## config.mk

```make
export PLATFORM = sky130hd
export DESIGN_NAME = demux_1to7_buffered
export DESIGN_NICKNAME = d
export VERILOG_FILES = /design/src/rtl/alu_sel_pkg.sv /design/src/rtl/sel_decode_7.sv /design/src/rtl/demux_1to7_buffered.sv
export SDC_FILE = /design/constraint.sdc
export NUM_CORES = 1
export LEC_CHECK = 0
export CORE_ASPECT_RATIO = 0.9
export CORE_UTILIZATION = 40
export DETAILED_ROUTE_END_ITERATION = 16
export HOLD_SLACK_MARGIN = 0.1
export PLACE_DENSITY = 0.73
export SYNTH_ARGS = -nofsm -noshare
export SYNTH_HDL_FRONTEND = slang
export SYNTH_SLANG_ARGS = --single-unit
```

## constraint.sdc

```tcl
create_clock -name clk -period 2.3 [get_ports clk]
set_input_delay 0.575 -clock clk [delete_from_list [all_inputs] [get_ports clk]]
set_output_delay 0.575 -clock clk [all_outputs]
set_load 0.05 [all_outputs]
```

## src/rtl/alu_sel_pkg.sv

```systemverilog
// Select-code constants shared by the ALU 7-to-1 result mux and the 1-to-7 demux,
// so both ends of the result path use the same encoding.
package alu_sel_pkg;
  localparam int NUM_CH = 7;

  localparam logic [2:0] SEL_CH0   = 3'b000;
  localparam logic [2:0] SEL_CH1   = 3'b001;
  localparam logic [2:0] SEL_CH2   = 3'b011;
  localparam logic [2:0] SEL_CH3   = 3'b100;
  localparam logic [2:0] SEL_CH4   = 3'b110;
  localparam logic [2:0] SEL_CH5   = 3'b101;
  localparam logic [2:0] SEL_CH6   = 3'b111;
  localparam logic [2:0] SEL_UNDEF = 3'b010;

  typedef enum logic {
    ST_EMPTY = 1'b0,
    ST_FULL  = 1'b1
  } demux_state_e;
endpackage

```

## src/rtl/sel_decode_7.sv

```systemverilog
// Combinational decoder from a 3-bit ALU select code to {defined, channel index}.
module sel_decode_7
  import alu_sel_pkg::*;
(
  input  logic [2:0] sel_i,
  output logic       valid_o,
  output logic [2:0] idx_o
);

  always_comb begin
    valid_o = 1'b1;
    idx_o   = 3'd0;
    case (sel_i)
      SEL_CH0: idx_o = 3'd0;
      SEL_CH1: idx_o = 3'd1;
      SEL_CH2: idx_o = 3'd2;
      SEL_CH3: idx_o = 3'd3;
      SEL_CH4: idx_o = 3'd4;
      SEL_CH5: idx_o = 3'd5;
      SEL_CH6: idx_o = 3'd6;
      default: valid_o = 1'b0;
    endcase
  end

endmodule

```

## src/rtl/demux_1to7_buffered.sv

```systemverilog
// Registered 1-to-7 result demux: one holding register under valid/ready,
// undefined select codes are dropped and counted.
module demux_1to7_buffered
  import alu_sel_pkg::*;
#(
  parameter int size = 1
) (
  input  logic              clk,
  input  logic              rst,
  input  logic [size-1:0]   in_data,
  input  logic [2:0]        in_sel,
  input  logic              in_valid,
  output logic              in_ready,
  output logic [size-1:0]   out_data,
  output logic [NUM_CH-1:0] out_valid,
  input  logic [NUM_CH-1:0] out_ready,
  output logic              sel_err,
  output logic [7:0]        err_count
);

  // state | meaning
  // EMPTY | no result held, input always accepted
  // FULL  | result held for channel dest_q, waiting on out_ready[dest_q]

  demux_state_e    state_q, state_d;
  logic [2:0]      dest_q, dest_d;
  logic [size-1:0] data_q, data_d;
  logic [7:0]      err_q, err_d;
  logic            sel_err_q, sel_err_d;

  logic       dec_valid;
  logic [2:0] dec_idx;
  logic       full, drain, accept;

  sel_decode_7 u_dec (
    .sel_i   (in_sel),
    .valid_o (dec_valid),
    .idx_o   (dec_idx)
  );

  assign full     = (state_q == ST_FULL);
  assign drain    = full && out_ready[dest_q];
  assign in_ready = !rst && (!full || out_ready[dest_q]);
  assign accept   = in_valid && in_ready;

  always_comb begin
    state_d   = state_q;
    dest_d    = dest_q;
    data_d    = data_q;
    err_d     = err_q;
    sel_err_d = 1'b0;
    if (accept && dec_valid) begin
      state_d = ST_FULL;
      dest_d  = dec_idx;
      data_d  = in_data;
    end else if (drain) begin
      state_d = ST_EMPTY;
    end
    // An undefined code can only be accepted when empty or draining.
    if (accept && !dec_valid) begin
      sel_err_d = 1'b1;
      if (err_q != 8'hFF) err_d = err_q + 8'd1;
    end
  end

  always_ff @(posedge clk or posedge rst) begin
    if (rst) begin
      state_q   <= ST_EMPTY;
      dest_q    <= 3'd0;
      data_q    <= '0;
      err_q     <= 8'd0;
      sel_err_q <= 1'b0;
    end else begin
      state_q   <= state_d;
      dest_q    <= dest_d;
      data_q    <= data_d;
      err_q     <= err_d;
      sel_err_q <= sel_err_d;
    end
  end

  always_comb begin
    out_valid = '0;
    for (int k = 0; k < NUM_CH; k++) begin
      if (full && (dest_q == 3'(k))) out_valid[k] = 1'b1;
    end
  end

  assign out_data  = data_q;
  assign sel_err   = sel_err_q;
  assign err_count = err_q;

endmodule

```

-- Yosys cells after proc, flatten, opt, wreduce, memory -nomap -nowiden
Index checks and enable logic that the tools add are counted.
- bits in registers: 14
- output and inout bits: 18
- logic and storage cells: 55
- add/subtract/negate cells: 1
- magnitude comparators: 1
- equal/unequal tests: 13
- mux-type cells: 14
- reduce and logical (&&, ||, !) cells: 21
- operators by type and width (operator ; number):
    3-bit == test (second input constant) ; 7
    3-bit case mux with 6 select lines ; 1
    1-bit logical AND ; 12
    1-bit 2-to-1 mux ; 12
    3-bit by 2-bit == test with 1-bit output (second input constant) ; 3
    8-bit by 1-bit adder with 8-bit output (second input constant) ; 1
    8-bit inequality test (second input constant) ; 1
    7-bit OR reduction ; 1
    3-bit by 1-bit == test with 1-bit output (second input constant) ; 2
    3-bit logical NOT ; 2
    3-bit by 4-bit less-than comparator with 1-bit output (second input constant) ; 1
    1-bit binary-select mux with 3-bit select ; 1
    1-bit logical NOT ; 3
    2-bit AND reduction ; 1
    2-bit nonzero test ; 1
    1-bit logical OR ; 1

-- Longest topological paths before layout
Gate-level depths: netlist (run 1).
- depth in word-level cells: 7
- depth in mapped cells: 7
- depth with buffers taken out: 6

-- Cells and area by module
A second synthesis (run 1) with hierarchy kept.
- cell total of the unflattened synthesis: 82
- area total of the unflattened synthesis: 847.1 um^2
- modules (own cells, without submodules) (module ; instances ; cells an instance ; area each (um^2)):
    demux_1to7_buffered ; 1 ; 75 ; 809.5
    sel_decode_7 ; 1 ; 7 ; 37.5

-- Worst setup path after synthesis (run 1)
No wires, ideal clock.
- path type: in2out
- start: input port out_ready[6]
- end: output port in_ready
- arrival: 1.734 ns
- setup slack: -0.009 ns
- stages: 5
- buffers on the path: 1
- cells stage by stage: mux2i_1 > o2111ai_1 > o311ai_1 > buf_2 > nor2_1
- longest elaborated chain between the ends: 4
- RTL lines (what ; RTL line ; text):
    from (decl) ; demux_1to7_buffered.sv:16 ; input logic [NUM_CH-1:0] out_ready,
    1-bit binary-select mux with 3-bit select ; demux_1to7_buffered.sv:43 ; assign in_ready = !rst && (!full || out_ready[dest_q]);
    1-bit 2-to-1 mux (not written as such) ; demux_1to7_buffered.sv:43 ;
    1-bit logical OR ; demux_1to7_buffered.sv:43 ;
    1-bit logical AND ; demux_1to7_buffered.sv:43 ;
    to (decl) ; demux_1to7_buffered.sv:13 ; output logic in_ready,
Every way passes these cells. The select of a mux whose other input is x is not followed.

-- Worst setup path after layout (run 1)
- start: input port in_sel[0]
- end: register err_q[4], in the netlist err_count[4]
- longest elaborated chain between the ends: 6
- RTL lines (what ; RTL line ; text):
    from (decl) ; demux_1to7_buffered.sv:11 ; input logic [2:0] in_sel,
    3-bit by 1-bit == test with 1-bit output (tied with other cells) ; sel_decode_7.sv:13 ; case (sel_i)
    7-bit OR reduction (no line) (*) ; - ;
    1-bit 2-to-1 mux (*) ; sel_decode_7.sv:13 ;
    1-bit logical NOT (*) ; demux_1to7_buffered.sv:60 ; if (accept && !dec_valid) begin
    1-bit logical AND (*) ; demux_1to7_buffered.sv:60 ;
    2-bit AND reduction (no line) (*) ; - ;
    to (signal assigned) ; demux_1to7_buffered.sv:77 ; err_q <= err_d;
    to (decl) ; demux_1to7_buffered.sv:28 ; logic [7:0] err_q, err_d;
Mark *: on every way between the ends. The rest lies on a longest branch, timed or not.
A chain may end at the register's enable or synchronous reset.

==> metrics.cfg, run 1 <==
[outcome]
status=complete, no violations

[global_route]
gr-usage-all-layers_pct=21.1
grt_pass1_vias=790
grt_max_degree=15
grt_pass1_wl_mm=3.55
overflow=0
antenna_found_initial=0

[power]
total_power_w=0.00137
worst_ir_drop_vdd_v=0.000765
leakage_nw=0.629
powerDensity_mw_per_mm2=993

[detailed_routing]
drcViolationCount=0
wire_per_inst_um=14.0
antenna_left=0
first_pass_iters=5
avgViaCountPerCell=5.34
vias=854
drt_iter0_markers=23
drt_wl_total_mm=2.24

[synth]
synth_warnings=0
synth_area_leaders=dfrtp_1 40%, mux2_4 6.9%, mux2_2 6.5%
synth_cell_types=26
ys_async_sr_fraction_pct=100
synth-seq-cells=14
syn_avg_cell_area_um2=9.56
synth_edf_count=0
yosysSeqAreaShare_pct=40.3
syn-cell-area_um2=870
yosysTopAreaCell=dfrtp_1
netlist_instances=91
netlist.area_leader.share_pct=40.3
synthesis.nets=108
synth-main-ff-cell=dfrtp_1

[sta]
setup_violations=0
final_max_slew_viol_count=0
setup_ws_ns=0.0312
finalHoldViolCount=0
hold_slack_ns=0.516
skew_ns=0.00158
worstMarginPinSlew_ns=0.527
relSlewSlack_pct=64.8
period_needed_ns=2.27
rsz0062_at_grt=yes
tns_ns=0
fmax_ghz=0.441
period_share_pct=98.6

[placed_design]
dpl.hpwl_mm=1.63
gp_congestion=0.909
io_buffers=31
pre_cts_ws_ns=-0.424
place_inst=155

[floorplan]
rows=15
pin_count=32
start_util_pct=43.7
die_h_um=46.2
die-area_mm2=0.00236
die_w_um=51.1
core_area_mm2=0.00199

[clock_tree]
clock-sinks=14
cts_hold_buf=0
clock_latency_ns=0.28
clockRootBuffer=clkbuf_4
clockBufferDepth=2
cts_tree=built
numCtsBuffers=3
cts-htree-levels=1
clk_pin_slew_ns=0.09

[setup_path]
path_class=in -> reg
crit_fanout=4
end_kind=flip-flop
worstPathArrival_ns=2.44
cp-start-kind=input pin
cp.required_ns=2.47

[final_layout]
layout.nets=153
n_fill_cell=157
drive_gt1_share_pct=32.6
synthToLayoutAreaGrowth_pct=58.3
antenna_cells=0
stdcell_count=160

[hold_path]
hp-class=reg -> reg

[job]
maxCapViolations=0

-- registers in the layout (all words and copies together) (netlist names) --
signal / count
full: 1
err_count: 8
dest_q: 3
out_data: 1
sel_err: 1
-- path summary, 6_finish.rpt --
| check | start | endpoint | slack [ns] | cells past startpoint |
|---|---|---|---|---|
| setup / recovery | in_sel[0] | err_count[4] | 0.03 | 6 |
| min in group asynchronous | rst | dest_q[2] | 0.71 | 3 |
| max in group asynchronous | rst | dest_q[0] | 1.41 | 3 |
| hold / removal | err_count[0] | err_count[0] | 0.52 | 1 |
| setup reg to reg | dest_q[1] | dest_q[1] | 0.33 | 6 |
| hold reg to reg | err_count[0] | err_count[0] | 0.52 | 1 |
-- final cells by class --
cell class / count / area [µm²] / share of cell area [%]
well taps: 25 / 31.3 / 2.27
repair buffers: 44 / 385 / 28.0
inverters: 3 / 11.3 / 0.818
clock buffers: 4 / 36.3 / 2.64
flip-flops and latches: 14 / 352 / 25.5
multi-input cells: 70 / 561 / 40.7
-- critical path, stage by stage --
cell             delay (ns)
clkdlybuf4s50_1        0.47
inv_1                  0.06
ha_1                   0.30
or3_4                  0.42
nor4_2                 0.26
mux2_2                 0.35
-- layout by cell type, fill, tap and decap left out, types with 2 or more instances in the layout --
cell	count
nand2_1	7
dlygate4sd2_1	5
mux2i_1	2
nor3_1	8
inv_1	3
mux2_2	4
clkbuf_4	3
dfrtp_1	13
nand3_1	6
clkdlybuf4s50_1	18
ha_1	3
buf_4	20
and3_1	2
or3_4	2
xor2_1	4
mux2_4	5
nor2b_1	2
nand2b_1	4
nor2_1	5
nor4_2	2
-- layer usage --
| layer | wire length (µm) | track usage [%] | share of wire, % | up-vias |
|---|---|---|---|---|
| li1 | - | - | - | 420 |
| met1 | 972 | 26.5 | 43 | 415 |
| met2 | 1180 | 38.4 | 53 | 17 |
| met3 | 72 | 3.63 | 3.2 | 2 |
| met4 | 12 | 3.89 | 0.54 | 0 |
| met5 | 0 | 0 | 0 | - |
-- report_power, final --
part	internal [W]	leakage [nW]	total, W	switching, W
clock network	0.0000962	0.0210	0.000178	0.0000814
logic	0.000317	0.427	0.000777	0.000460
registers	0.000321	0.181	0.000412	0.0000914
total	0.000734	0.629	0.00137	0.000633
-- Yosys cell counts (all sizes together), types with 2 or more instances --
library cell	count
nor4	4
buf	4
dfrtp	14
mux2	9
o21ai	2
xor2	4
and3	2
nor2b	2
or3	2
ha	3
nand2	7
nand3	6
nand2b	4
inv	3
mux2i	2
nor3	9
nor2	6
-- cells by family after synthesis --
group                      count (synthesis)  synth area share (%)
DFF                                       14                  40.3
adders and majority gates                  3                  4.32
and+or+nand+nor                           45                  26.8
buffers and inverters                      7                  3.60
muxes                                     11                  15.7
AOI/OAI and AO/OA                          7                  5.32
xor gates and xnor gates                   4                  4.03
-- what timing repair did --
| action | in CTS | in global routing |
|---|---|---|
| setup buffers | 1 | 1 |
| setup endpoints to repair | 5 | 5 |
| pin swaps | 4 | 3 |
| resized for setup | 17 | 2 |
-- through the flow --
stage               area (µm²)  util, %
finish                    1380     69.2
CTS                       1370     68.7
detailed placement        1260     63.5
floorplan                  872        -
global placement          1260     63.5
global route              1380     69.2
Power figures use the tool's default switching activity.
==> inputs of run 2 (changes only) <==
CORE_MARGIN = 2   (was not set)
CTS_CLUSTER_SIZE = 30   (was not set)
==> run 2 against run 1 <==
  * Via count down 0.35%
  * Cell area up 3.1%
  * Sequential share of layout area down 0.85 points
  * First-iteration DRC count down 70%
  * Clock power down 25%
  * Sequential cell count unchanged
  * Non-clock buffer count unchanged
  * Sequential power down 2%
  * Die area up 8.4%
  * Worst setup slack better by 0.024 ns
  * Register-to-register slack worse by 0.16 ns
  * Largest cell class unchanged
==> metrics.cfg, run 2 (synthesis gave the netlist of run 1 again) <==
[sta]
worstMarginPinSlew_ns=0.506  ; was 0.527 ns
period_needed_ns=2.24  ; was 2.27 ns
fmax_ghz=0.446  ; was 0.441 GHz
period_share_pct=97.6  ; was 98.6%
setup_ws_ns=0.0556  ; was 0.0312 ns
rsz0062_at_grt=no  ; was yes
setup_violations=0  ; unchanged
finalHoldViolCount=0  ; unchanged
relSlewSlack_pct=66.2  ; was 64.8%
skew_ns=0.00374  ; was 0.00158 ns
final_max_slew_viol_count=0  ; unchanged

[final_layout]
largest_register_ff_count=8  ; unchanged
layout_commonest_cell=buf_4  ; unchanged
final_util_pct=71.3  ; was 69.2%
layout.nets=153  ; unchanged
drive_gt1_share_pct=35.1  ; was 32.6%
most-common-layout-cells=20 x buf_4, 16 x clkdlybuf4s50_1, 14 x dfrtp_1, 7 x nand2_1, 7 x mux2_4  ; was 20 x buf_4, 18 x clkdlybuf4s50_1, 13 x dfrtp_1, 8 x nor3_1, 7 x nand2_1
synthToLayoutAreaGrowth_pct=63.2  ; was 58.3%
antenna_cells=0  ; unchanged

[floorplan]
pin_count=32  ; unchanged
rows=15  ; unchanged
die_w_um=53.1  ; was 51.1 µm
die_h_um=48.2  ; was 46.2 µm
core_area_mm2=0.00199  ; unchanged
start_util_pct=43.7  ; unchanged
die-area_mm2=0.00256  ; was 0.00236 mm²

[clock_tree]
numCtsBuffers=3  ; unchanged
cts_tree=built  ; unchanged
cts-htree-levels=1  ; unchanged
clock-sinks=14  ; unchanged
clockBufferDepth=2  ; unchanged
clockRootBuffer=clkbuf_4  ; unchanged
clock_latency_ns=0.27  ; was 0.28 ns
clk_pin_slew_ns=0.08  ; was 0.09 ns
cts_hold_buf=0  ; unchanged

[power]
leakage_nw=0.646  ; was 0.629 nW
powerDensity_mw_per_mm2=939  ; was 993 mW/mm²
worst_ir_drop_vdd_v=0.000610  ; was 0.000765 V

[detailed_routing]
first_pass_iters=4  ; was 5
antenna_left=0  ; unchanged
drt_wl_total_mm=2.39  ; was 2.24 mm
avgViaCountPerCell=5.35  ; was 5.34
drcViolationCount=0  ; unchanged
wire_per_inst_um=15.1  ; was 14.0 µm
vias=851  ; was 854
drt_iter0_markers=7  ; was 23

[setup_path]
cp-startpoint=out_ready[3]  ; was in_sel[0]
cp-start-kind=input pin  ; unchanged
r2r_end=err_count[6]  ; was dest_q[1]
end_kind=primary output  ; was flip-flop
cp.required_ns=1.73  ; was 2.47 ns
rr_worst_depth=7  ; was 6
worstPathArrival_ns=1.67  ; was 2.44 ns
max_stage_delay_ns=0.45  ; was 0.47 ns
r2r_setup_slack_ns=0.17  ; was 0.33 ns
path_cells=clkdlybuf4s50_1 > mux2i_1 > nand3_1 > o311ai_4 > nor2_4 > buf_8  ; was clkdlybuf4s50_1 > inv_1 > ha_1 > or3_4 > nor4_2 > mux2_2
crit_cells=6  ; unchanged
critPathBufInv=2  ; unchanged
crit_path_end=in_ready  ; was err_count[4]
reg2reg_from=dest_q[1]  ; unchanged
path_class=in -> out  ; was in -> reg
crit_fanout=2  ; was 4
cp_slowest_cell=clkdlybuf4s50_1  ; unchanged
crit_family=buffers and inverters  ; was simple AND/OR/NAND/NOR gates

[placed_design]
io_buffers=31  ; unchanged
pre_cts_ws_ns=-0.413  ; was -0.424 ns
dpl.hpwl_mm=1.58  ; was 1.63 mm
gp_congestion=0.888  ; was 0.909

[global_route]
grt_max_degree=15  ; unchanged
grt_pass1_wl_mm=3.56  ; was 3.55 mm
grt_pass1_vias=806  ; was 790
overflow=0  ; unchanged
gr-usage-all-layers_pct=19.9  ; was 21.1%
antenna_found_initial=0  ; unchanged

[outcome]
status=complete, no violations  ; unchanged

[hold_path]
hp-class=reg -> reg  ; unchanged

[job]
maxCapViolations=0  ; unchanged

## run 2: changes by cell type in the layout (fill, tap and decap cells not counted), sizes merged
cell           delta
clkbuf            -1
clkdlybuf4s50     -2
dlymetal6s2s      +2
## run 2: layout make-up
type / instances / area [µm²]
tap: 25 / 31.3
sequential: 14 / 350
multi-input combinational: 70 / 609
fill: 160 / 571
timing repair buffer: 44 / 394
clock buffer: 3 / 22.5
inverter: 3 / 11.3
## run 2: through the flow
step	instance area (µm²)	std cells	setup TNS [ns]	hold WS, ns	total power [W]
floorplan	872	91	0	0.472	0.000872
global placement	1260	155	-2.82	0.497	0.00111
detailed placement	1260	155	-3.16	0.509	0.00112
CTS	1370	159	0	0.524	0.00132
global route	1420	159	0	0.534	0.00140
finish	1420	159	0	0.522	0.00133
## run 2: what timing repair did
| item | CTS | global route |
|---|---|---|
| endpoints found under the hold margin | 0 | 0 |
| gates resized for setup | 18 | 12 |
| pin swaps | 6 | 2 |
| setup buffers | 1 | 1 |
| setup endpoints to repair | 4 | 12 |
## run 2: worst reg2reg max path, cell delays in order, from the launching register on
cell       delay [ns]
dfrtp_1          0.41
mux2i_1          0.13
o2111ai_1        0.30
o311ai_4         0.18
buf_4            0.20
buf_4            0.17
nor4_4           0.31
mux2_4           0.33
## run 2: how the worst min path moves through the flow
stage,cells past startpoint,from,end,slack [ns]
2_1_floorplan,1,rst,dest_q[0],0.47
3_3_place_gp,1,out_data,out_data,0.50
3_5_place_dp,1,out_data,out_data,0.51
4_1_cts,1,err_count[0],err_count[0],0.52
5_1_grt,1,out_data,out_data,0.53
6_report,1,err_count[0],err_count[0],0.52
## run 2: per-layer routing
metal  track usage (%)  vias to the layer above  share of wire, %
met2              34.3                       28                51
met4              8.21                        0               1.8
met5                 0                        -                 0
met1              23.6                      404                42
met3              6.13                        5               4.5
li1                  -                      414                 -
## run 2: report_power, final
group	internal, W	total [W]	switching [W]
sequential	0.000319	0.000402	0.0000829
clock	0.0000607	0.000133	0.0000721
combinational	0.000324	0.000797	0.000473
total	0.000704	0.00133	0.000628
==> inputs of run 3 (changes only) <==
--- a/config.mk
+++ b/config.mk
@@ -7,2 +7,3 @@
 export LEC_CHECK = 0
+export ABC_CLOCK_PERIOD_IN_PS = 2300
 export CORE_ASPECT_RATIO = 0.9
==> constraint.sdc (replaced) <==
create_clock -name clk -period 2.3 [get_ports clk]
set_input_delay 0.23 -clock clk [delete_from_list [all_inputs] [get_ports clk]]
set_output_delay 0.23 -clock clk [all_outputs]
set_load 0.05 [all_outputs]
==> run 3 against run 2 <==
  * Sequential power up 5.2%
  * Routed wire length down 21%
  * Cell area down 9.3%
  * Sequential share of layout area up 2.6 points
  * Clock skew down 0.0025 ns
  * Register-to-register slack better by 0.14 ns
  * Highest routed layer unchanged
==> metrics.cfg, run 3 (synthesis gave the netlist of run 1 again) <==
[final_layout]
largest_register_ff_count=8  ; unchanged
most-common-layout-cells=30 x clkdlybuf4s50_1, 13 x dfrtp_1, 9 x nor3_1, 9 x buf_4, 7 x nand2_1  ; was 20 x buf_4, 16 x clkdlybuf4s50_1, 14 x dfrtp_1, 7 x nand2_1, 7 x mux2_4
drive_gt1_share_pct=17.7  ; was 35.1%
layout_commonest_cell=clkdlybuf4s50_1  ; was buf_4
stdcell_count=155  ; was 159
antenna_cells=0  ; unchanged
synthToLayoutAreaGrowth_pct=47.9  ; was 63.2%
layout.nets=148  ; was 153

[clock_tree]
cts-htree-levels=1  ; unchanged
clockRootBuffer=clkbuf_4  ; unchanged
post_cts.repair.setup_buffers=0  ; was 1
cts_tree=built  ; unchanged
cts_hold_buf=0  ; unchanged
clock_latency_ns=0.28  ; was 0.27 ns
clockBufferDepth=2  ; unchanged
clock-sinks=14  ; unchanged
numCtsBuffers=3  ; unchanged
clk_pin_slew_ns=0.08  ; about the same

[power]
total_power_w=0.00126  ; was 0.00133 W
leakage_nw=0.564  ; was 0.646 nW
powerDensity_mw_per_mm2=977  ; was 939 mW/mm²
worst_ir_drop_vdd_v=0.000824  ; was 0.000610 V

[setup_path]
reg2reg_from=dest_q[1]  ; unchanged
path_class=reg -> out  ; was in -> out
cp-startpoint=dest_q[0]  ; was out_ready[3]
crit_fanout=11  ; was 2
r2r_end=err_count[6]  ; unchanged
crit_path_end=in_ready  ; unchanged
end_kind=primary output  ; unchanged
worstPathArrival_ns=1.91  ; was 1.67 ns
cp-start-kind=flip-flop  ; was input pin
cp.required_ns=2.07  ; was 1.73 ns
r2r_setup_slack_ns=0.31  ; was 0.17 ns
rr_worst_depth=6  ; was 7

[sta]
rsz0062_at_grt=no  ; unchanged
setup_violations=0  ; unchanged
period_share_pct=93.2  ; was 97.6%
period_needed_ns=2.14  ; was 2.24 ns
finalHoldViolCount=0  ; unchanged
fmax_ghz=0.467  ; was 0.446 GHz
worstMarginPinSlew_ns=0.503  ; was 0.506 ns
final_max_slew_viol_count=0  ; unchanged
setup_ws_ns=0.157  ; was 0.0556 ns
skew_ns=0.00123  ; was 0.00374 ns
relSlewSlack_pct=66.4  ; was 66.2%

[placed_design]
io_buffers=31  ; unchanged
place_inst=151  ; was 155
dpl.hpwl_mm=1.55  ; was 1.58 mm
gp_congestion=0.868  ; was 0.888
pre_cts_ws_ns=-0.0269  ; was -0.413 ns

[floorplan]
start_util_pct=43.7  ; unchanged
die-area_mm2=0.00256  ; unchanged
core_area_mm2=0.00199  ; unchanged
pin_count=32  ; unchanged
rows=15  ; unchanged
die_h_um=48.2  ; unchanged
die_w_um=53.1  ; unchanged

[global_route]
grt_pass1_vias=733  ; was 806
overflow=0  ; unchanged
met3_usage_pct=4.91  ; was 6.13%
grt_pass1_wl_mm=3.10  ; was 3.56 mm
busiest_layer=met2  ; unchanged
gr-usage-met1_pct=22.7  ; was 23.6%
antenna_found_initial=0  ; unchanged
grt_max_degree=15  ; unchanged
use_met2_pct=27.5  ; was 34.3%
gr-usage-all-layers_pct=16.8  ; was 19.9%

[detailed_routing]
first_pass_iters=4  ; unchanged
avgViaCountPerCell=5.17  ; was 5.35
antenna_left=0  ; unchanged
drt_wl_total_mm=1.89  ; was 2.39 mm
drt_iter0_markers=8  ; was 7
wire_per_inst_um=12.2  ; was 15.1 µm
drcViolationCount=0  ; unchanged
vias=801  ; was 851

[job]
maxCapViolations=0  ; unchanged

[outcome]
status=complete, no violations  ; unchanged

[hold_path]
hp-class=in -> async  ; was reg -> reg

[run 3: cell types whose count changed in the layout (fill, tap and decap cells not counted), sizes merged]
cell / change
dlygate4sd2: -5
dlymetal6s2s: -2
clkbuf: +1
buf: -12
clkdlybuf4s50: +14
[run 3: layer usage]
metal | routed length (µm) | share of wire [%]
met4 | 13 | 0.69
met3 | 111 | 5.9
met5 | 0 | 0
met1 | 878 | 46
met2 | 885 | 47
[run 3: worst max-delay path, stage by stage, from the launching register on]
cell,delay (ns)
dfrtp_2,0.48
mux2_2,0.36
o311ai_1,0.33
buf_4,0.23
nor2_1,0.05
buf_4,0.18
[run 3: layout make-up]
cell class / count / area (µm²)
clock buffer: 4 / 36.3
fill: 185 / 703
inverter: 3 / 11.3
multi-input combinational: 70 / 488
sequential: 14 / 352
tap: 25 / 31.3
timing repair buffer: 39 / 368
[run 3: how the worst min path moves through the flow]
| stage | startpoint | endpoint | slack, ns |
|---|---|---|---|
| 6_report | rst | err_count[1] | 0.32 |
| 5_1_grt | rst | err_count[3] | 0.37 |
| 3_5_place_dp | out_data | out_data | 0.50 |
| 2_1_floorplan | rst | dest_q[0] | 0.13 |
| 3_3_place_gp | out_data | out_data | 0.50 |
| 4_1_cts | rst | err_count[1] | 0.32 |
[run 3: power by group]
group | switching [W] | internal [W] | total, W
Sequential | 0.000103 | 0.000321 | 0.000423
Combinational | 0.000388 | 0.000273 | 0.000662
Clock | 0.0000754 | 0.0000964 | 0.000172
[run 3: metrics by stage]
stage | hold WS [ns] | area, µm² | TNS, ns | util, %
after CTS | 0.316 | 1280 | 0 | 64.6
after global placement | 0.496 | 1250 | -0.00674 | 62.8
final | 0.317 | 1290 | 0 | 64.7
after floorplan | 0.127 | 870 | 0 | -
after detailed placement | 0.499 | 1250 | -0.0360 | 62.8
after global routing | 0.369 | 1290 | 0 | 64.7
[run 3: timing repair]
action | 4_1_cts | 5_1_grt
endpoints found under the setup margin | 0 | 1
hold endpoints to repair | 0 | 0
gates resized for setup | 0 | 1
==> RTL change: new RTL, config.mk and constraints of run 3 <==
Register the output `err_count` once more, with the module's reset; this adds one clock of latency there. The other outputs are not delayed to match.
--- a/src/rtl/demux_1to7_buffered.sv
+++ b/src/rtl/demux_1to7_buffered.sv
@@ -89,5 +89,11 @@
   assign out_data  = data_q;
   assign sel_err   = sel_err_q;
-  assign err_count = err_q;
+  always_ff @(posedge clk or posedge rst) begin
+    if (rst) begin
+      err_count <= '0;
+    end else begin
+      err_count <= err_q;
+    end
+  end
 
 endmodule
Function: changed (Yosys sat finds a counterexample within 4 cycles, from zero or initial values and one cycle with rst high).
==> RTL change against run 3 <==
- area after synthesis rose by 27%
- worst setup slack got worse by 0.038 ns
- worst hold slack improved by 0.12 ns
- total power rose by 12%
- critical path depth fell by 2
- design area rose by 26%
- via count rose by 12%
- wire length rose by 26%
- sequential cell count rose by 8
==> RTL change: results (changes against run 3) <==
metric,value,unit,change
status,finished clean,,
peakVddDrop,0.7010,mV,-15%
place_area,1535,µm²,+23%
synthXorXnorAreaFrac,0.04746,,+0.007170
seq_share,0.3395,,+0.06614
max_stage_delay,0.84,ns,+0.36 ns
fin_hold_ws,0.4379,ns,+0.1206 ns
slew_headroom,0.6591,,-0.004571
critPathMaxFanout,6,,-5
vias,898,,+12%
dpl.hpwl,1853,µm,+19%
p_leak,0.0007431,µW,+32%
muxShareOfSynthArea,0.06780,,-0.08904
r2r_cells,5,,-1
drt-total-wl,2375,µm,+26%
clkPwrFrac,0.145,,+0.008
buffers,42,,+7.7%
cp.arrival,1.95,ns,+0.04 ns
yosys.cell_types.count,35,,+35%
design_area,1625,µm²,+26%
yosys-top-cells-area,"dfrtp_1 50%, xor2_1 4.7%, mux2_1 4.1%",,
synth_compound_area_frac,0.1141,,+0.06089
place_congestion,0.7727,,-11%
synth_fp_nets,112,,+3.7%
syn_inst,95,,+4.4%
r2r_end,err_q[6],,
grtUsageTotal,0.1680,,about the same
fin_worst_skew,0.002059,ns,+0.0008306 ns
cp_slowest_cell,clkdlybuf4s50_1,,
synth_fa_ha_area_frac,0.03390,,-0.009267
dieWidth,59.46,µm,+12%
clk_latency,0.30,ns,+0.02 ns
RTL change: per-layer routing:
| layer | part of all wire | up-vias | GRT usage |
|---|---|---|---|
| met4 | 0.013 | 0 | 0.05682 |
| met2 | 0.52 | 27 | 0.3095 |
| met5 | 0 | - | 0 |
| met1 | 0.42 | 436 | 0.1975 |
| met3 | 0.045 | 5 | 0.02885 |
| li1 | - | 430 | - |
RTL change: worst max-delay path by stage:
| stage | startpoint | endpoint | slack [ns] | cells past startpoint |
|---|---|---|---|---|
| 6_report | dest_q[2] | out_valid[0] | 0.12 | 3 |
| 5_1_grt | dest_q[2] | out_valid[0] | 0.009 | 3 |
| 4_1_cts | dest_q[1] | in_ready | 0.04 | 5 |
| 3_5_place_dp | in_sel[0] | err_q[6] | -0.47 | 8 |
| 3_3_place_gp | in_sel[0] | err_q[6] | -0.40 | 8 |
| 2_1_floorplan | in_sel[0] | err_q[6] | 0.09 | 7 |
